==> config.mk <==
export PLATFORM = sky130hd
export DESIGN_NAME = sine_phase_sequencer_flat
export DESIGN_NICKNAME = d
export VERILOG_FILES = /design/src/rtl/sine_phase_sequencer_pkg.sv /design/src/rtl/sine_phase_sequencer_if.sv /design/src/rtl/sine_phase_sequencer_phase_wrap_add.sv /design/src/rtl/sine_phase_sequencer.sv /design/src/flat_wrapper.sv
export SDC_FILE = /design/constraint.sdc
export NUM_CORES = 1
export LEC_CHECK = 0
export CAP_MARGIN = 25
export CORE_MARGIN = 2
export CORE_UTILIZATION = 50
export DETAILED_ROUTE_END_ITERATION = 7
export GPL_ROUTABILITY_DRIVEN = 0
export PLACE_DENSITY = 0.76
export SLEW_MARGIN = 25
export SYNTH_ARGS = -nofsm -noshare
export SYNTH_HDL_FRONTEND = slang
export SYNTH_HIERARCHICAL = 1
export SYNTH_SLANG_ARGS = --single-unit
==> constraint.sdc <==
create_clock -name clk -period 9.76 [get_ports clk]
set_clock_uncertainty 0.1 [all_clocks]
set_input_delay 2.928 -clock clk [delete_from_list [all_inputs] [get_ports clk]]
set_output_delay 2.928 -clock clk [all_outputs]
set_load 0.02 [all_outputs]
==> src/rtl/sine_phase_sequencer_pkg.sv <==
// Shared constants for the sine path: the fixed-point format of the angle,
// the pi/2 constant used by both the sequencer and the CORDIC stage, and the
// sequencer state encoding.
//   FIX_SHIFT : number of fraction bits in angles and results
//   PI2       : pi/2 in that fixed-point format
//   FULL_TURN : 2*pi (phase wraps here)
//   STEP_MAX  : pi, the largest allowed phase step
package sine_phase_sequencer_pkg;

    localparam int FIX_SHIFT = 14;
    localparam int PI2       = 25736;      // round(pi/2 * 2^14)
    localparam int FULL_TURN = 4 * PI2;
    localparam int STEP_MAX  = 2 * PI2;

    typedef enum logic [2:0] {
        S_IDLE,
        S_ISSUE,
        S_SETTLE,
        S_WAIT,
        S_OUT,
        S_END
    } seq_state_t;

endpackage

==> src/rtl/sine_phase_sequencer_if.sv <==
// Bus bundle between the phase sequencer, the CORDIC stage and the
// downstream sample consumer.
//   cordic_update  : one-cycle request pulse to the CORDIC
//   cordic_angle   : angle presented to the CORDIC (held for the whole computation)
//   cordic_ready   : CORDIC result-valid level, high until the next request
//   cordic_result  : signed CORDIC output
//   sample         : registered output sample
//   sample_valid   : sample is available
//   sample_ready   : downstream accepts the sample
// master = sequencer side, slave = CORDIC / consumer side.
interface sine_phase_sequencer_if #(
    parameter int ANGLE_W  = 18,
    parameter int SAMPLE_W = 16
);
    logic                cordic_update;
    logic [ANGLE_W-1:0]  cordic_angle;
    logic                cordic_ready;
    logic [SAMPLE_W-1:0] cordic_result;
    logic [SAMPLE_W-1:0] sample;
    logic                sample_valid;
    logic                sample_ready;

    modport master (
        output cordic_update, cordic_angle, sample, sample_valid,
        input  cordic_ready, cordic_result, sample_ready
    );

    modport slave (
        input  cordic_update, cordic_angle, sample, sample_valid,
        output cordic_ready, cordic_result, sample_ready
    );
endinterface

==> src/rtl/sine_phase_sequencer_phase_wrap_add.sv <==
// Combinational phase advance: next = (phase + step) mod 2*pi, for
// phase in [0, 2*pi) and step <= pi, so a single conditional subtract suffices.
//   phase      : current phase
//   step       : phase increment
//   next_phase : wrapped sum, always in [0, FULL_TURN)
module phase_wrap_add
    import sine_phase_sequencer_pkg::*;
#(
    parameter int ANGLE_W = 18
) (
    input  logic [ANGLE_W-1:0] phase,
    input  logic [ANGLE_W-1:0] step,
    output logic [ANGLE_W-1:0] next_phase
);
    localparam logic [ANGLE_W:0] FULL = (ANGLE_W+1)'(FULL_TURN);

    logic [ANGLE_W:0] sum;

    always_comb begin
        sum = {1'b0, phase} + {1'b0, step};
        if (sum >= FULL) begin
            next_phase = ANGLE_W'(sum - FULL);
        end else begin
            next_phase = ANGLE_W'(sum);
        end
    end
endmodule

==> src/rtl/sine_phase_sequencer.sv <==
// Phase accumulator and handshake controller in front of the CORDIC sine
// stage. Produces phases 0, step, 2*step, ... mod 2*pi, issues one CORDIC
// request per phase, captures the result and offers it on a valid/ready
// sample stream. Runs n_samples samples, or until stop when n_samples is 0.
//   clk, reset : clock, synchronous active-high reset
//   start      : one-cycle pulse, latches step/n_samples and begins a run
//   stop       : end the run after the current sample is accepted
//   step       : phase increment (saturated to pi)
//   n_samples  : run length, 0 = free-running
//   busy       : run in progress
//   done       : one-cycle pulse when a run ends
//   bus        : CORDIC request/result and sample stream (master side)
module sine_phase_sequencer
    import sine_phase_sequencer_pkg::*;
#(
    parameter int ANGLE_W  = 18,
    parameter int SAMPLE_W = 16,
    parameter int COUNT_W  = 16
) (
    input  logic                clk,
    input  logic                reset,
    input  logic                start,
    input  logic                stop,
    input  logic [ANGLE_W-1:0]  step,
    input  logic [COUNT_W-1:0]  n_samples,
    output logic                busy,
    output logic                done,
    sine_phase_sequencer_if.master bus
);
    localparam logic [ANGLE_W-1:0] STEP_LIMIT = ANGLE_W'(STEP_MAX);

    seq_state_t          state_q, state_d;
    logic [ANGLE_W-1:0]  phase_q;
    logic [ANGLE_W-1:0]  next_phase;
    logic [ANGLE_W-1:0]  step_q;
    logic [ANGLE_W-1:0]  step_sat;
    logic [COUNT_W-1:0]  n_q;
    logic [COUNT_W-1:0]  count_q;
    logic [COUNT_W-1:0]  count_inc;
    logic [SAMPLE_W-1:0] sample_q;
    logic                stop_seen_q;
    logic                handshake;
    logic                end_run;

    phase_wrap_add #(.ANGLE_W(ANGLE_W)) u_wrap (
        .phase      (phase_q),
        .step       (step_q),
        .next_phase (next_phase)
    );

    assign step_sat  = (step > STEP_LIMIT) ? STEP_LIMIT : step;
    assign handshake = (state_q == S_OUT) && bus.sample_ready;
    assign count_inc = count_q + COUNT_W'(1);
    // stop in the handshake cycle itself also counts, so stop and the final
    // count landing together still give a single END visit.
    assign end_run   = ((n_q != '0) && (count_inc == n_q)) || stop_seen_q || stop;

    // State register
    always_ff @(posedge clk) begin
        if (reset) begin
            state_q <= S_IDLE;
        end else begin
            state_q <= state_d;
        end
    end

    // Next-state logic
    always_comb begin
        state_d = state_q;
        case (state_q)
            S_IDLE:   if (start) state_d = S_ISSUE;
            S_ISSUE:  state_d = S_SETTLE;
            // One dead cycle so a ready level left over from the previous
            // result is not mistaken for the new one.
            S_SETTLE: state_d = S_WAIT;
            S_WAIT:   if (bus.cordic_ready) state_d = S_OUT;
            S_OUT:    if (handshake) state_d = end_run ? S_END : S_ISSUE;
            S_END:    state_d = S_IDLE;
            default:  state_d = S_IDLE;
        endcase
    end

    // Outputs
    always_comb begin
        bus.cordic_update = (state_q == S_ISSUE);
        bus.cordic_angle  = phase_q;
        bus.sample        = sample_q;
        bus.sample_valid  = (state_q == S_OUT);
        busy              = (state_q != S_IDLE);
        done              = (state_q == S_END);
    end

    // Run registers: phase only moves on the handshake, which keeps the
    // CORDIC input stable from ISSUE through WAIT.
    always_ff @(posedge clk) begin
        if (reset) begin
            phase_q     <= '0;
            step_q      <= '0;
            n_q         <= '0;
            count_q     <= '0;
            sample_q    <= '0;
            stop_seen_q <= 1'b0;
        end else begin
            if (state_q == S_IDLE) begin
                if (start) begin
                    step_q      <= step_sat;
                    n_q         <= n_samples;
                    phase_q     <= '0;
                    count_q     <= '0;
                    stop_seen_q <= 1'b0;
                end
            end else if (stop) begin
                stop_seen_q <= 1'b1;
            end

            if ((state_q == S_WAIT) && bus.cordic_ready) begin
                sample_q <= bus.cordic_result;
            end

            if (handshake) begin
                phase_q <= next_phase;
                count_q <= count_inc;
            end
        end
    end
endmodule
==> src/flat_wrapper.sv <==
// flat-port wrapper written by rule: the top's interface ports become plain ports
module sine_phase_sequencer_flat import sine_phase_sequencer_pkg::*;
#(
    parameter int ANGLE_W  = 18,
    parameter int SAMPLE_W = 16,
    parameter int COUNT_W  = 16
)
  (clk, reset, start, stop, step, n_samples, busy, done, bus_cordic_update, bus_cordic_angle, bus_sample, bus_sample_valid, bus_cordic_ready, bus_cordic_result, bus_sample_ready);
  sine_phase_sequencer_if #(.ANGLE_W(ANGLE_W), .SAMPLE_W(SAMPLE_W)) bus_i ();
  input  logic clk;
  input  logic reset;
  input  logic start;
  input  logic stop;
  input  logic [ANGLE_W-1:0] step;
  input  logic [COUNT_W-1:0] n_samples;
  output logic busy;
  output logic done;
  output wire logic [$bits(bus_i.cordic_update)-1:0] bus_cordic_update;
  output wire logic [$bits(bus_i.cordic_angle)-1:0] bus_cordic_angle;
  output wire logic [$bits(bus_i.sample)-1:0] bus_sample;
  output wire logic [$bits(bus_i.sample_valid)-1:0] bus_sample_valid;
  input wire logic [$bits(bus_i.cordic_ready)-1:0] bus_cordic_ready;
  input wire logic [$bits(bus_i.cordic_result)-1:0] bus_cordic_result;
  input wire logic [$bits(bus_i.sample_ready)-1:0] bus_sample_ready;
  assign bus_cordic_update = bus_i.cordic_update;
  assign bus_cordic_angle = bus_i.cordic_angle;
  assign bus_sample = bus_i.sample;
  assign bus_sample_valid = bus_i.sample_valid;
  assign bus_i.cordic_ready = bus_cordic_ready;
  assign bus_i.cordic_result = bus_cordic_result;
  assign bus_i.sample_ready = bus_sample_ready;
  sine_phase_sequencer #(.ANGLE_W(ANGLE_W), .SAMPLE_W(SAMPLE_W), .COUNT_W(COUNT_W)) u_core (.clk(clk), .reset(reset), .start(start), .stop(stop), .step(step), .n_samples(n_samples), .busy(busy), .done(done), .bus(bus_i));
endmodule
==> impl_metrics.tcl <==
set metrics [dict create \
    synth_cells 676 \
    routed_wl_mm 14.9 \
    worstPathCellList "nor3b_2 -> clkdlybuf4s50_1" \
    avgSynthCellArea_um2 8.15 \
    max_cap_viol_count 0 \
    pwr-share-comb_pct 16.3 \
    cp_max_fo 8 \
    start_kind "flip-flop" \
    grt_max_degree 90 \
    power.share.switching_pct 27.1 \
    hpwl_mm 11.0 \
    outcome "finished clean" \
    die_h_um 109 \
    die_w_um 109 \
    vias_per_cell 6.01 \
    cts_buffers 9 \
    ir_worst_vdd_mv 0.0835 \
    internal-power_uw 538 \
    antenna_left 0 \
    clk_pin_slew_worst_paths_ps 80 \
    power_density_nw_per_um2 111 \
    n_fill_cell 930 \
    synth-edff-count 0 \
    cp.required_ps 6730 \
    start_util_pct 51.0 \
    htree_num_levels 3 \
    slowest_stage "clkdlybuf4s50_1" \
    cts_tree "built" \
    synth_flop_cell "dfxtp_1" \
    yosysWarningCount 6 \
    antenna_found_initial 0 \
    clkLatencyLatePin_ps 350 \
    r2r_start "u_core/bus.cordic_angle[0]$_SDFFE_PP0P_" \
    ys_seq_elements 88 \
    drive_gt1_share_pct 7.48 \
    finalCritPeriodShare_pct 51.7 \
    syn-cell-area_um2 5510 \
    crit_path_end_kind "primary output" \
    regArea_um2 1760 \
    setup_violations 0 \
    cts_max_path_buffers 2 \
    placementRows 38 \
    startpoint "u_core/state_q[2]$_SDFFE_PP0P_" \
    period_minus_slack_ps 5050 \
    nNetsFinal 823 \
    leakage_uw 0.00246 \
    seqPwrFrac_pct 51.5 \
    routedWlPerCell_um 16.7 \
    gr-total-overflow 0 \
    timing.final.ws_setup_ps 4710 \
    syn2layout_area_growth_pct 20.4 \
    place_ws_ps 4350 \
    async_flop_share_pct 0 \
    num_vias 5343 \
    multiInputGateArea_um2 3560 \
    grt_usage_pct 25.0 \
    fin_area_um2 6630 \
    critPathKind "flip-flop to primary output" \
    n_antenna_cell 0 \
    relSlewSlack_pct 30.6 \
    crit_arrival_ps 2020 \
    place_area_um2 6450 \
    port_buffers 93 \
    grt_pass1_wl_mm 23.6 \
    slew_violations 0 \
    synth.distinct_cells 80 \
    tightest_slew_ps 1040 \
    setup_tns_ps 0 \
    post_cts_resized 0 \
    finalHoldWorstSlack_ps 358 \
    syn_nets 753 \
    post_cts_buffers 0 \
    max_stage_delay_ps 700 \
    cts_hold_buf 0 \
    core-area_um2 10800 \
    cts_sinks 88 \
    hold_viol 0 \
    drc 0 \
    rsz0062_at_grt "false" \
    clockRootBuffer "clkbuf_8" \
    min_from "u_core/bus.sample[11]$_SDFFE_PP0P_" \
    ys_seq_area_share_pct 32.0 \
    ios 94 \
    max_clock_freq_mhz 198 \
    die_area_um2 11900 \
    grt_pass1_vias 4937 \
    hp-class "flip-flop to flip-flop" \
    layout_common_cells "clkdlybuf4s50_1, nand2_1, dfxtp_1" \
    clock_power_share_pct 32.2 \
    final_common_cell "clkdlybuf4s50_1" \
    firstDrtPassIters 5 \
    switching_power_uw 200 \
    drtIter0Drc 465 \
]
[cells in the mapped netlist (12+ instances only)]
library cell | count | share of area, %
ha_1 | 20 | 4.5
xnor2_1 | 25 | 4.0
xor2_1 | 16 | 2.5
a21oi_1 | 76 | 6.9
clkbuf_1 | 20 | 1.4
nor2_1 | 71 | 4.8
dfxtp_1 | 88 | 32
nor3_1 | 19 | 1.7
buf_2 | 12 | 1.1
o21ai_0 | 26 | 2.4
nand2_1 | 91 | 6.2
a22oi_1 | 36 | 4.9
[power groups by stage]
stage | clock [uW] | combinational, uW | sequential [uW]
2_1_floorplan | 0 | 72.7 | 386
3_3_place_gp | 0 | 116 | 388
3_5_place_dp | 0 | 119 | 388
4_1_cts | 243 | 119 | 380
5_1_grt | 259 | 131 | 381
6_report | 238 | 120 | 380
[path summary, 6_finish.rpt]
path | cells after the start | slack, ps | endpoint
worst max-delay path | 2 | 4710 | bus_sample_valid
worst min-delay path | 2 | 360 | u_core/bus.sample[11]$_SDFFE_PP0P_
worst max register to register | 14 | 5250 | u_core/bus.cordic_angle[8]$_SDFFE_PP0P_
worst min register to register | 2 | 360 | u_core/bus.sample[11]$_SDFFE_PP0P_
[cells by family after synthesis]
logic type | Yosys count | synth area share (%)
AO/OA/AOI/OAI | 203 | 26.2
buffers and inverters | 40 | 3.41
flip-flops | 88 | 32.0
multiplexers | 6 | 1.18
AND/OR/NAND/NOR | 277 | 25.8
XOR/XNOR | 41 | 6.52
adder cells (fa/ha/maj) | 21 | 4.91
[registers in the layout, summed over array words and instances, names as in the netlist]
name	cells
u_core/bus.cordic_angle	18
u_core/bus.sample	16
u_core/count_q	16
u_core/n_q	16
u_core/state_q	3
u_core/step_q	18
u_core/stop_seen_q	1
[worst max-delay path, delay by kind of cell, from the launching register on]
kind                   cells  cell delay [ps]
flip-flops                 1              470
AND/OR/NAND/NOR            1              500
buffers and inverters      1              700
[per-stage QoR]
stage | instances | power [uW] | util (%)
after CTS | 889 | 742 | 61.4
after global placement | 875 | 504 | 59.8
after global routing | 889 | 771 | 61.5
final | 889 | 738 | 61.5
after floorplan | 676 | 459 | -
after detailed placement | 875 | 507 | 59.8
[per-layer routing]
layer	vias to the layer above	routed length [um]	global-route usage (%)	share of wire, %
met4	0	154	4.85	1.0
met5	-	0	0	0
met2	156	7270	42.5	49
met3	17	823	6.34	5.5
li1	2625	-	-	-
met1	2545	6640	32.1	45
[final cells by class]
type,count,area share (%)
clock buffer,10,1.92
multi-input combinational,548,53.7
inverter,3,0.170
clock inverter,4,0.717
sequential,88,26.6
timing repair buffer,96,14.3
tap,140,2.64
(Power assumes the default switching activity.)
